### src/rtl/fp_fcsr_ctrl.sv
// FP control/status register block: frm/fflags storage, CSR access sequencing behind
// in-flight FP ops, and rounding-mode resolution. Define FP_FCSR_DIRTY_EN for FS-dirty tracking.
module fp_fcsr_ctrl #(
    parameter int unsigned MAX_OUTSTANDING = 4
) (
    input  logic        clk_i,
    input  logic        rst_ni,
    input  logic        csr_req_valid_i,
    output logic        csr_req_ready_o,
    input  logic [1:0]  csr_op_i,
    input  logic [11:0] csr_addr_i,
    input  logic [31:0] csr_wdata_i,
    output logic        csr_rsp_valid_o,
    output logic [31:0] csr_rdata_o,
    output logic        csr_err_o,
    input  logic        fpu_issue_i,
    input  logic        fpu_done_i,
    input  logic [4:0]  fpu_fflags_i,
    output logic        fpu_stall_o,
    input  logic [2:0]  instr_rm_i,
    output logic [2:0]  frm_o,
    output logic [4:0]  fflags_o,
    output logic [2:0]  rm_eff_o,
    output logic        rm_illegal_o
`ifdef FP_FCSR_DIRTY_EN
    ,
    input  logic        fs_clean_i,
    output logic        fs_dirty_o
`endif
);

    localparam int unsigned CW = $clog2(MAX_OUTSTANDING + 1);
    localparam logic [CW-1:0] CNT_MAX = CW'(MAX_OUTSTANDING);
    localparam logic [CW-1:0] CNT_ONE = CW'(1);

    typedef enum logic [1:0] {IDLE, DRAIN, EXEC, RESP} state_e;

    state_e        state_q, state_d;
    logic [CW-1:0] cnt_q, cnt_d;
    logic [2:0]    frm_q, frm_d;
    logic [4:0]    fflags_q, fflags_d;
    logic [31:0]   rdata_q, rdata_d;
    logic          err_q, err_d;
    logic [1:0]    op_q;
    logic [11:0]   addr_q;
    logic [7:0]    wdata_q;
    logic          accept;
    logic [7:0]    fcsr_upd, frm_upd;
    logic          unused_wdata;

    // Only the low byte of the operand can reach any field.
    assign unused_wdata = ^csr_wdata_i[31:8];

    function automatic logic [7:0] apply_op(logic [1:0] op, logic [7:0] old, logic [7:0] wd);
        case (op)
            2'b01:   return wd;
            2'b10:   return old | wd;
            2'b11:   return old & ~wd;
            default: return old;
        endcase
    endfunction

    assign accept   = csr_req_valid_i && (state_q == IDLE);
    assign fcsr_upd = apply_op(op_q, {frm_q, fflags_q}, wdata_q);
    assign frm_upd  = apply_op(op_q, {5'b0, frm_q}, wdata_q);

    always_comb begin
        cnt_d = cnt_q;
        if (fpu_issue_i && !fpu_done_i && (cnt_q != CNT_MAX))
            cnt_d = cnt_q + CNT_ONE;
        else if (fpu_done_i && !fpu_issue_i && (cnt_q != '0))
            cnt_d = cnt_q - CNT_ONE;
    end

    always_comb begin
        state_d  = state_q;
        frm_d    = frm_q;
        fflags_d = fflags_q;
        rdata_d  = rdata_q;
        err_d    = err_q;
        if (fpu_done_i)
            fflags_d = fflags_q | fpu_fflags_i;
        case (state_q)
            IDLE:  if (accept) state_d = (cnt_d != '0) ? DRAIN : EXEC;
            DRAIN: if (cnt_d == '0) state_d = EXEC;
            EXEC: begin
                // The CSR access owns the flags this cycle; a stray retirement is lost.
                fflags_d = fflags_q;
                err_d    = 1'b0;
                state_d  = RESP;
                case (addr_q)
                    12'h001: begin
                        rdata_d  = {27'b0, fflags_q};
                        fflags_d = fcsr_upd[4:0];
                    end
                    12'h002: begin
                        rdata_d = {29'b0, frm_q};
                        frm_d   = frm_upd[2:0];
                    end
                    12'h003: begin
                        rdata_d  = {24'b0, frm_q, fflags_q};
                        frm_d    = fcsr_upd[7:5];
                        fflags_d = fcsr_upd[4:0];
                    end
                    default: begin
                        rdata_d = '0;
                        err_d   = 1'b1;
                    end
                endcase
            end
            RESP:    state_d = IDLE;
            default: state_d = IDLE;
        endcase
    end

    always_ff @(posedge clk_i or negedge rst_ni) begin
        if (!rst_ni) begin
            state_q  <= IDLE;
            cnt_q    <= '0;
            frm_q    <= '0;
            fflags_q <= '0;
            rdata_q  <= '0;
            err_q    <= 1'b0;
            op_q     <= '0;
            addr_q   <= '0;
            wdata_q  <= '0;
        end else begin
            state_q  <= state_d;
            cnt_q    <= cnt_d;
            frm_q    <= frm_d;
            fflags_q <= fflags_d;
            rdata_q  <= rdata_d;
            err_q    <= err_d;
            if (accept) begin
                op_q    <= csr_op_i;
                addr_q  <= csr_addr_i;
                wdata_q <= csr_wdata_i[7:0];
            end
        end
    end

    assign csr_req_ready_o = (state_q == IDLE);
    assign csr_rsp_valid_o = (state_q == RESP);
    assign csr_rdata_o     = rdata_q;
    assign csr_err_o       = err_q;
    assign fpu_stall_o     = (cnt_q == CNT_MAX) || (state_q != IDLE) || csr_req_valid_i;
    assign frm_o           = frm_q;
    assign fflags_o        = fflags_q;

    // rm=7 selects the dynamic mode; reserved encodings are flagged, never remapped.
    assign rm_eff_o     = (instr_rm_i == 3'd7) ? frm_q : instr_rm_i;
    assign rm_illegal_o = (instr_rm_i == 3'd5) || (instr_rm_i == 3'd6) ||
                          ((instr_rm_i == 3'd7) && (frm_q >= 3'd5));

`ifdef FP_FCSR_DIRTY_EN
    logic dirty_q;

    always_ff @(posedge clk_i or negedge rst_ni) begin
        if (!rst_ni)
            dirty_q <= 1'b0;
        else if ((frm_d != frm_q) || (fflags_d != fflags_q))
            dirty_q <= 1'b1;
        else if (fs_clean_i)
            dirty_q <= 1'b0;
    end

    assign fs_dirty_o = dirty_q;
`endif

endmodule

### config.mk
export PLATFORM = sky130hd
export DESIGN_NAME = fp_fcsr_ctrl
export DESIGN_NICKNAME = d
export VERILOG_FILES = /design/src/rtl/fp_fcsr_ctrl.sv
export SDC_FILE = /design/constraint.sdc
export NUM_CORES = 1
export LEC_CHECK = 0
export ABC_AREA = 1
export BUFFER_PORTS_ARGS = -buffer_cell sky130_fd_sc_hd__buf_2
export CAP_MARGIN = 20
export CELL_PAD_IN_SITES_DETAIL_PLACEMENT = 0
export CELL_PAD_IN_SITES_GLOBAL_PLACEMENT = 2
export CORE_UTILIZATION = 27
export DETAILED_ROUTE_END_ITERATION = 10
export GPL_TIMING_DRIVEN = 0
export PLACE_DENSITY = 0.83
export RECOVER_POWER = 50
export SLEW_MARGIN = 0
export SYNTH_ARGS = -nofsm -noshare
export SYNTH_HDL_FRONTEND = slang
export SYNTH_SLANG_ARGS = --single-unit
### constraint.sdc
create_clock -name clk_i -period 2.1 [get_ports clk_i]
set_input_delay 0.315 -clock clk_i [delete_from_list [all_inputs] [get_ports clk_i]]
set_output_delay 0.315 -clock clk_i [all_outputs]
set_load 0.01 [all_outputs]
==> results of run 1 <==
## layout by cell type (no fill, tap or decap)
cell type / instances
a31oi_1: 6
nor3_4: 1
o21ai_1: 3
buf_4: 25
nand3_1: 17
conb_1: 24
o31ai_1: 4
clkinv_2: 2
dlygate4sd3_1: 1
o21ai_0: 15
dfrtp_1: 44
nand2_4: 2
nand3_4: 1
or2_4: 1
buf_2: 46
clkbuf_2: 1
a22o_1: 2
nand2_1: 60
nor3_1: 3
clkinv_4: 1
a21oi_1: 15
ha_1: 10
mux2_2: 13
clkbuf_8: 5
a21boi_4: 1
clkinvlp_4: 1
nor2_1: 25
nor2_4: 1
clkbuf_1: 16
nand4_1: 2
inv_1: 30
o211ai_1: 3
o2111ai_1: 3
o211ai_4: 1
## flip-flops by register name (all words and copies together), names as in the netlist, 2 cells and up
register     flops
addr_q          12
cnt_q            3
csr_rdata_o      8
fflags_o         5
frm_o            3
op_q             2
state_q          2
wdata_q          8
## per-layer routing
layer  global-route usage [%]  share of wire, %  wire (um)  vias to the layer above
li1                         -                 -          -                     1101
met1                     17.3                49       2820                      932
met2                     20.2                45       2610                       55
met3                     2.77               4.8        277                        8
met4                     3.85               1.3         73                        0
met5                        0                 0          0                        -
## critical path: stages (launching register included)
cell and delay, ns:
dfrtp_1 0.42, inv_1 0.10, ha_1 0.24, inv_1 0.10
nor2_1 0.17, nand2_1 0.06, buf_2 0.14
## final cells by class
cell class                      instances  area share, %
Timing Repair Buffer                   60           9.18
Clock buffer                            5           2.19
Clock inverter                          3          0.596
Multi-Input combinational cell        213           38.4
Sequential cell                        44           35.0
Inverter                               31           3.81
Buffer                                 29           6.48
Tap cell                              111           4.41
## power by group
part / switching, W / leakage, nW / internal, W
Combinational: 0.000943 / 1.03 / 0.000592
Clock: 0.000294 / 0.0479 / 0.000232
Sequential: 0.000172 / 0.515 / 0.00112
Total: 0.00141 / 1.60 / 0.00195
## per-stage QoR
step                      util [%]  cell area (um^2)
after floorplan                  -              2630
after global placement        33.3              3060
after detailed placement      33.3              3060
after CTS                     34.2              3150
after global routing          34.2              3150
final                         34.2              3150
## synthesized netlist by cell type, drive strengths merged
master	instances	area, um^2
ha	10	125
buf	26	193
nor3	4	31.3
a21boi	1	18.8
a31oi	6	37.5
conb	1	3.75
clkbuf	3	11.3
nand4	2	12.5
nand3	18	103
a21oi	15	75.1
o2111ai	3	26.3
a22o	2	17.5
inv	30	113
o211ai	4	43.8
or2	1	8.76
o31ai	4	30.0
mux2	13	146
nor2	26	105
nand2	62	248
clkinv	1	3.75
dfrtp	44	1100
o21ai	18	90.1
## how the worst min path moves through the flow
stage | start | to | cells past startpoint
floorplan | rst_ni | addr_q[0] | 0
global placement | csr_rdata_o[0] | csr_rdata_o[0] | 2
detailed placement | csr_rdata_o[1] | csr_rdata_o[1] | 2
CTS | rst_ni | cnt_q[0] | 1
global route | csr_addr_i[2] | addr_q[2] | 2
finish | csr_addr_i[7] | addr_q[7] | 2
## kinds of logic after synthesis
kind of cell,after synthesis,share of synthesized area [%]
AO/OA/AOI/OAI,53,13.3
adder cells (fa/ha/maj),10,4.92
buffers and inverters,60,12.6
flip-flops,44,43.3
multiplexers,13,5.76
other,1,0.147
AND/OR/NAND/NOR,113,20.0
## timing repair
action,CTS,global route
hold buffers,0,1
hold endpoints to repair,0,8
resized for setup,0,1
endpoints found under the setup margin,0,2
==> impl_metrics.py, run 1 <==
metrics = {
    "final_layout": {
        "drive_above_1_share_pct": 26.5,
        "regArea_um2": 1100,
        "multiInputGateArea_um2": 1210,
        "final_nets": 453,
        "n_antenna_cell": 0,
        "area_delta_synth_final_pct": 23.8,
        "stdcell_count": 496,
        "fill_cells": 1002,
    },
    "pwr": {
        "p_total_w": 0.00335,
        "leakagePower_nw": 1.60,
        "ir_worst_vdd_uv": 518,
        "power_density_nw_per_um2": 1070,
    },
    "sta": {
        "setup_ws_ns": 0.264,
        "setup_viol_count_final": 0,
        "period_needed_ns": 1.84,
        "fin_hold_ws_ns": 0.239,
        "fin_skew_ns": 0.00775,
        "worst_slew_pin_slew_ns": 0.927,
        "slew_headroom_pct": 38.2,
        "hold_viol": 0,
        "slew_violations": 0,
        "fin_crit_sh_pct": 87.4,
        "max_freq_mhz": 545,
        "rsz0062_at_grt": "no",
        "setup_tns_ns": 0,
    },
    "die": {
        "fp.dieH_um": 99.1,
        "coreArea_um2": 9200,
        "ioPinCount": 107,
        "start_util_pct": 27.7,
        "die_area_um2": 9810,
        "rows": 35,
        "dieWidth_um": 99.1,
    },
    "clock_tree": {
        "cts.sinks": 44,
        "post_cts_buffers": 0,
        "cts_buffers": 5,
        "cts_root_buf": "clkbuf_8",
        "cts_tree": "done",
        "clock_path_buffers": 2,
        "clkLatencyLatePin_ns": 0.30,
        "clkTransAtPathRegs_ns": 0.08,
        "h-tree-depth": 2,
    },
    "detailed_routing": {
        "drc": 0,
        "wl_per_cell_um": 11.7,
        "drtPass1Iterations": 4,
        "antenna_left": 0,
        "vias_per_cell": 4.23,
        "wl_um": 5790,
        "drt_iter0_drc": 69,
        "vias": 2096,
    },
    "worst_setup_path": {
        "critical_path_required_ns": 1.78,
        "ff2ff_setup_slack_ns": 0.27,
        "critPathCapture": "fpu_stall_o",
        "crit_type": "reg2out",
        "end_kind": "primary output",
        "r2r_start": "state_q[0]",
        "reg2reg_depth": 5,
        "crit_path_start_kind": "register",
        "startpoint": "state_q[0]",
        "crit_path_max_fanout": 5,
        "r2r_end": "wdata_q[7]",
        "cp_data_arrival_time_ns": 1.52,
    },
    "global_routing": {
        "grt_pass1_wl_um": 9720,
        "grt_max_degree": 45,
        "track_usage_pct": 12.7,
        "grt_pass1_vias": 1999,
        "antenna_found_initial": 0,
        "overflow": 0,
    },
    "yosys": {
        "syn_avg_cell_area_um2": 8.65,
        "synth-seq-cells": 44,
        "ys_types": 29,
        "syn_area_um2": 2540,
        "ys_seq_area_share_pct": 43.3,
        "synthCells": 294,
        "ys_warn_count": 0,
    },
    "outcome": {
        "status": "finished clean",
    },
    "place": {
        "gp_congestion": 0.724,
        "dp_cells": 486,
        "io_buffers": 58,
        "pre_cts_ws_ns": 0.219,
        "dp_hpwl_um": 4630,
    },
    "flow_run": {
        "cap_violations": 0,
    },
    "min_path": {
        "hp-class": "in2reg",
    },
}
No activity file was read; power rests on OpenSTA's default activity.
==> inputs of run 2 (changes only) <==
--- a/config.mk
+++ b/config.mk
@@ -5,12 +5,11 @@
 export SDC_FILE = /design/constraint.sdc
 export NUM_CORES = 1
 export LEC_CHECK = 0
-export ABC_AREA = 1
 export BUFFER_PORTS_ARGS = -buffer_cell sky130_fd_sc_hd__buf_2
 export CAP_MARGIN = 20
 export CELL_PAD_IN_SITES_DETAIL_PLACEMENT = 0
 export CELL_PAD_IN_SITES_GLOBAL_PLACEMENT = 2
-export CORE_UTILIZATION = 27
+export CORE_UTILIZATION = 29
 export DETAILED_ROUTE_END_ITERATION = 10
 export GPL_TIMING_DRIVEN = 0
 export PLACE_DENSITY = 0.83
==> run 2 against run 1 <==
Global-route usage increased by 0.058 points. First-iteration DRC count increased by 7.2%. Clock skew shrank 0.0018 ns. Die area decreased by 3.0%.
==> impl_metrics.py, run 2 <==
metrics = {
    "clock_tree": {
        "clkLatencyLatePin_ns": 0.30,
        "h-tree-depth": 2,
        "clock_path_buffers": 2,
        "post_cts_buffers": 0,
        "cts_buffers": 5,
        "cts_tree": "done",
        "cts_root_buf": "clkbuf_8",
        "clkTransAtPathRegs_ns": 0.09,
        "cts.sinks": 44,
    },
    "yosys": {
        "ys_warn_count": 0,
        "synth_edf_count": 0,
        "synth_compound_area_share_pct": 14.8,
        "synthCells": 261,
        "yosysMostFrequentCell": "dfrtp_1",
        "ys.flop_type": "dfrtp_1",
        "synth_top_cell_area_share_pct": 41.6,
        "syn_area_um2": 2650,
        "synth-seq-cells": 44,
        "synth_top_family_by_area": "compound AO/OA/AOI/OAI gates",
        "synthAdderAreaFrac_pct": 4.73,
        "ys_types": 48,
        "ys_seq_area_share_pct": 41.6,
        "synth-xor-area-share_pct": 1.65,
        "yosys-top-cells-count": "44 x dfrtp_1, 25 x mux2_2, 24 x buf_4",
        "synth_area_leaders": "dfrtp_1 42%, mux2_2 11%, buf_4 6.8%, ha_1 4.7%, nor2b_1 3.1%",
        "syn_avg_cell_area_um2": 10.1,
        "synthArstFlopShare_pct": 100,
        "yosysTopAreaCell": "dfrtp_1",
        "synth-simple-area-share_pct": 14.4,
        "synthMuxAreaShare_pct": 12.0,
    },
    "global_routing": {
        "overflow": 0,
        "grt_pass1_wl_um": 9940,
        "grt_pass1_vias": 2096,
        "grt_max_degree": 45,
        "track_usage_pct": 12.8,
        "antenna_found_initial": 0,
    },
    "final_layout": {
        "stdcell_count": 459,
        "final_cell_mix": "49 x buf_2, 43 x dfrtp_1, 25 x mux2_2",
        "area_delta_synth_final_pct": 26.2,
        "regMostFlops": "addr_q",
        "fill_cells": 917,
        "largest_reg_flops": 12,
        "utilization_pct": 38.1,
        "n_antenna_cell": 0,
        "drive_above_1_share_pct": 33.6,
        "final_nets": 419,
        "final_common_cell": "buf_2",
    },
    "worst_setup_path": {
        "crit_slowest_cell": "dfrtp_2",
        "critical_path_required_ns": 2.34,
        "cp_slowest_stage_delay_ns": 0.45,
        "cp_data_arrival_time_ns": 2.19,
        "end_kind": "register",
        "cp_top_family": "compound AO/OA/AOI/OAI gates",
        "crit_type": "reg2reg",
        "crit_path_max_fanout": 6,
        "cp_num_buf_inv": 1,
        "path_cells": "inv_1 > ha_1 > nand2_1 > and2_1 > o311a_1 > o41a_1 > nand3_1",
        "crit_path_start_kind": "register",
    },
    "die": {
        "fp.dieH_um": 97.6,
        "ioPinCount": 107,
        "coreArea_um2": 8760,
        "dieWidth_um": 97.6,
        "start_util_pct": 30.2,
        "rows": 34,
        "die_area_um2": 9520,
    },
    "detailed_routing": {
        "antenna_left": 0,
        "wl_um": 5940,
        "vias": 2188,
        "drc": 0,
        "wl_per_cell_um": 12.9,
        "drt_iter0_drc": 74,
        "drtPass1Iterations": 4,
        "vias_per_cell": 4.77,
    },
    "place": {
        "dp_cells": 450,
        "dp_hpwl_um": 4570,
        "io_buffers": 58,
        "gp_congestion": 0.743,
    },
    "pwr": {
        "power_density_nw_per_um2": 1290,
        "p_total_w": 0.00430,
        "ir_worst_vdd_uv": 550,
        "leakagePower_nw": 1.57,
    },
    "sta": {
        "slew_headroom_pct": 45.2,
        "fin_skew_ns": 0.00592,
        "worst_slew_pin_slew_ns": 0.822,
        "setup_tns_ns": 0,
        "rsz0062_at_grt": "no",
        "max_freq_mhz": 514,
        "fin_crit_sh_pct": 92.7,
        "slew_violations": 0,
        "hold_viol": 0,
        "setup_viol_count_final": 0,
        "period_needed_ns": 1.95,
    },
    "min_path": {
        "hp-class": "in2reg",
    },
    "flow_run": {
        "cap_violations": 0,
    },
    "outcome": {
        "status": "finished clean",
    },
}
[run 2: layout make-up]
type	instances	area, um^2	area share, %
plain buffers	34	226	6.78
inverters	16	60.1	1.80
multi-input cells	189	1360	40.5
flip-flops and latches	44	1100	33.0
clock inverters	3	90.1	2.70
clock buffers	5	68.8	2.06
well taps	108	135	4.04
repair buffers	60	304	9.10
[run 2: path summary, 6_finish.rpt]
| check | start | endpoint | slack (ns) | cells past startpoint |
|---|---|---|---|---|
| max | cnt_q[0] | state_q[1] | 0.15 | 7 |
| min | csr_addr_i[6] | addr_q[6] | 0.24 | 2 |
| max reg2reg | cnt_q[0] | state_q[1] | 0.15 | 7 |
| min reg2reg | addr_q[7] | addr_q[7] | 0.51 | 1 |
| max in group asynchronous | rst_ni | cnt_q[0] | 0.83 | 3 |
| min in group asynchronous | rst_ni | csr_rdata_o[3] | 0.62 | 2 |
[run 2: where the power goes]
part	internal, W	total (W)	switching, W
clock network	0.000595	0.000896	0.000301
registers	0.00121	0.00158	0.000372
logic	0.000880	0.00182	0.000943
total	0.00268	0.00430	0.00162
[run 2: kinds of logic (layout without fill, tap and decap cells)]
| kind of cell | after synthesis | count (layout) |
|---|---|---|
| adder cells (fa/ha/maj) | 10 | 10 |
| multiplexers | 28 | 28 |
| other | 1 | 24 |
| flip-flops | 44 | 44 |
| AND/OR/NAND/NOR | 67 | 67 |
| XOR/XNOR | 5 | 5 |
| AO/OA/AOI/OAI | 55 | 55 |
| buffers and inverters | 51 | 118 |
[run 2: metal layers]
layer | GRT usage [%] | routed length, um | vias to the layer above
met3 | 2.88 | 323 | 8
met5 | 0 | 0 | -
met2 | 20.7 | 2740 | 68
met1 | 17.2 | 2820 | 1041
li1 | - | - | 1071
met4 | 3.39 | 59 | 0
[run 2: metrics by stage]
step	worst slack (ns)	area, um^2	hold slack (ns)
2_1_floorplan	0.259	2730	0.0194
3_3_place_gp	-0.121	3160	0.489
3_5_place_dp	-0.0972	3160	0.495
4_1_cts	0.00526	3320	0.217
5_1_grt	0.0119	3340	0.232
6_report	0.153	3340	0.238
[run 2: worst register-to-register path, cell delays in order (launching register included)]
cell     delay, ns
dfrtp_2       0.45
inv_1         0.09
ha_1          0.21
nand2_1       0.12
and2_1        0.17
o311a_1       0.42
o41a_1        0.33
nand3_1       0.09
[run 2: what timing repair did]
action	in CTS	in global routing
hold endpoints to repair	0	13
hold buffers	0	1
gates resized for setup	1	6
endpoints found under the setup margin	4	30
==> inputs of run 3 (changes only) <==
--- a/config.mk
+++ b/config.mk
@@ -9,10 +9,11 @@
 export CAP_MARGIN = 20
 export CELL_PAD_IN_SITES_DETAIL_PLACEMENT = 0
 export CELL_PAD_IN_SITES_GLOBAL_PLACEMENT = 2
-export CORE_UTILIZATION = 29
+export CORE_UTILIZATION = 26
+export CTS_BUF_LIST = sky130_fd_sc_hd__clkbuf_16
 export DETAILED_ROUTE_END_ITERATION = 10
 export GPL_TIMING_DRIVEN = 0
-export PLACE_DENSITY = 0.83
+export PLACE_DENSITY = 0.79
 export RECOVER_POWER = 50
 export SLEW_MARGIN = 0
 export SYNTH_ARGS = -nofsm -noshare
==> constraint.sdc (replaced) <==
create_clock -name clk_i -period 1.75 [get_ports clk_i]
set_input_delay 0.2625 -clock clk_i [delete_from_list [all_inputs] [get_ports clk_i]]
set_output_delay 0.2625 -clock clk_i [all_outputs]
set_load 0.01 [all_outputs]
==> run 3 against run 2 <==
The run now ends with setup timing left. Worst setup slack got worse by 0.16 ns. Die area rose by 11%. Sequential share of layout area is 2.7 points lower. Critical path type unchanged. Total power grew 33%. Global-route usage shrank 0.88 points. Clock-buffer cell count did not move. Maximum frequency increased by 11%. Register-to-register slack got worse by 0.16 ns. Clock skew is 0.00098 ns higher. First-iteration DRC count rose by 42%. Hold slack got worse by 0.032 ns.
==> impl_metrics.py, run 3 (same netlist as run 2, synthesis figures left out) <==
metrics = {
    "detailed_routing": {
        "drtPass1Iterations": 4,
        "drt_iter0_drc": 105,
        "wl_per_cell_um": 12.6,
        "drc": 0,
        "antenna_left": 0,
        "vias": 2181,
        "wl_um": 6230,
        "vias_per_cell": 4.42,
    },
    "min_path": {
        "hold_depth": 2,
        "hp-class": "in2reg",
        "hold_start": "csr_addr_i[11]",
        "holdPathEnd": "addr_q[11]",
    },
    "place": {
        "io_buffers": 58,
        "dp_cells": 475,
        "placed_cell_area_um2": 3200,
        "gp_congestion": 0.778,
        "dp_hpwl_um": 4550,
    },
    "final_layout": {
        "final_common_cell": "buf_2",
        "final_nets": 428,
        "final_cell_mix": "50 x buf_2, 42 x dfrtp_1, 37 x buf_4",
        "utilization_pct": 37.1,
        "drive_above_1_share_pct": 44.7,
        "regMostFlops": "addr_q",
        "n_antenna_cell": 0,
        "stdcell_count": 493,
        "final_area_um2": 3640,
        "largest_reg_flops": 12,
        "area_delta_synth_final_pct": 37.6,
    },
    "sta": {
        "slew_headroom_pct": 64.6,
        "slew_violations": 0,
        "fin_skew_ns": 0.00690,
        "setup_ws_ns": -0.00978,
        "setup_viol_count_final": 1,
        "worst_slew_pin_slew_ns": 0.531,
        "fin_crit_sh_pct": 101,
        "rsz0062_at_grt": "yes",
        "max_freq_mhz": 568,
        "fin_hold_ws_ns": 0.206,
        "hold_viol": 0,
        "period_needed_ns": 1.76,
    },
    "die": {
        "ioPinCount": 107,
        "coreArea_um2": 9820,
        "rows": 36,
        "fp.dieH_um": 103,
        "dieWidth_um": 103,
        "start_util_pct": 27.0,
        "die_area_um2": 10600,
    },
    "global_routing": {
        "grt_pass1_wl_um": 9750,
        "grt_pass1_vias": 2036,
        "overflow": 0,
        "grtUsageMet2_pct": 19.3,
        "antenna_found_initial": 0,
        "grtUsageMet1_pct": 15.5,
        "grt-busiest-layer": "met2",
        "grt_max_degree": 45,
        "met3_usage_pct": 3.39,
        "track_usage_pct": 11.9,
    },
    "clock_tree": {
        "cts.sinks": 44,
        "clkTransAtPathRegs_ns": 0.06,
        "cts_root_buf": "clkbuf_16",
        "cts_buffers": 5,
        "clkLatencyLatePin_ns": 0.28,
        "clock_path_buffers": 2,
        "h-tree-depth": 2,
        "cts_tree": "done",
    },
    "worst_setup_path": {
        "critical_path_required_ns": 1.91,
        "cp_data_arrival_time_ns": 1.92,
        "r2r_end": "frm_o[2]",
        "crit_path_max_fanout": 4,
        "ff2ff_setup_slack_ns": -0.01,
        "r2r_start": "addr_q[9]",
        "crit_path_start_kind": "register",
        "end_kind": "register",
        "reg2reg_depth": 5,
        "crit_type": "reg2reg",
    },
    "pwr": {
        "ir_worst_vdd_uv": 676,
        "leakagePower_nw": 1.66,
        "power_density_nw_per_um2": 1570,
    },
    "outcome": {
        "violations": "setup timing",
        "status": "finished with violations",
    },
    "flow_run": {
        "cap_violations": 0,
    },
}
[run 3: cell count changes in the layout (fill, tap and decap cells not counted), moves of 4 or more]
cell / before / now
clkbuf_8: 5 / 0
buf_4: 24 / 37
clkbuf_1: 16 / 9
ha_1: 10 / 5
clkbuf_16: 0 / 5
ha_4: 0 / 4
[run 3: worst max-delay path: stages, from the launching register on]
cell     delay [ns]
dfrtp_1        0.41
nor4_4         0.30
and4_4         0.31
nand2_4        0.06
mux2_4         0.30
a311o_1        0.26
[run 3: metal layers]
layer	vias to the layer above	routed length, um
met5	-	0
met4	0	83
met3	10	351
met2	59	2830
met1	1027	2970
li1	1085	-
[run 3: how the worst max path moves through the flow]
| stage | startpoint | cells past startpoint | endpoint | slack, ns |
|---|---|---|---|---|
| finish | addr_q[9] | 5 | frm_o[2] | -0.01 |
| global route | addr_q[4] | 5 | frm_o[2] | -0.06 |
| CTS | addr_q[10] | 5 | frm_o[2] | -0.03 |
| detailed placement | state_q[0] | 6 | csr_err_o | -0.30 |
| global placement | state_q[0] | 6 | csr_err_o | -0.32 |
| floorplan | cnt_q[0] | 8 | state_q[1] | -0.04 |
[run 3: through the flow]
step	power, W	worst slack (ns)	setup TNS [ns]
2_1_floorplan	0.00348	-0.0412	-0.0805
3_3_place_gp	0.00406	-0.316	-7.93
3_5_place_dp	0.00412	-0.297	-7.50
4_1_cts	0.00550	-0.0305	-0.0323
5_1_grt	0.00618	-0.0602	-0.282
6_report	0.00573	-0.00978	-0.00978
[run 3: report_power, final]
group / internal (W) / switching, W / leakage (nW)
Combinational: 0.00143 / 0.00129 / 1.05
Clock: 0.000671 / 0.000390 / 0.0798
Sequential: 0.00146 / 0.000491 / 0.525
Total: 0.00356 / 0.00217 / 1.66
[run 3: repair_timing]
item,CTS,global route
pin swaps,5,3
gates resized for setup,28,20
endpoints found under the hold margin,0,8
setup endpoints to repair,39,12
hold buffers,0,1
buffers inserted,7,4
[run 3: layout make-up]
type	instances	area, um^2
timing repair buffer	71	379
tap	133	166
fill	1046	6180
buffer	32	243
inverter	16	60.1
sequential	44	1100
clock buffer	5	125
multi-input combinational	189	1520
clock inverter	3	42.5
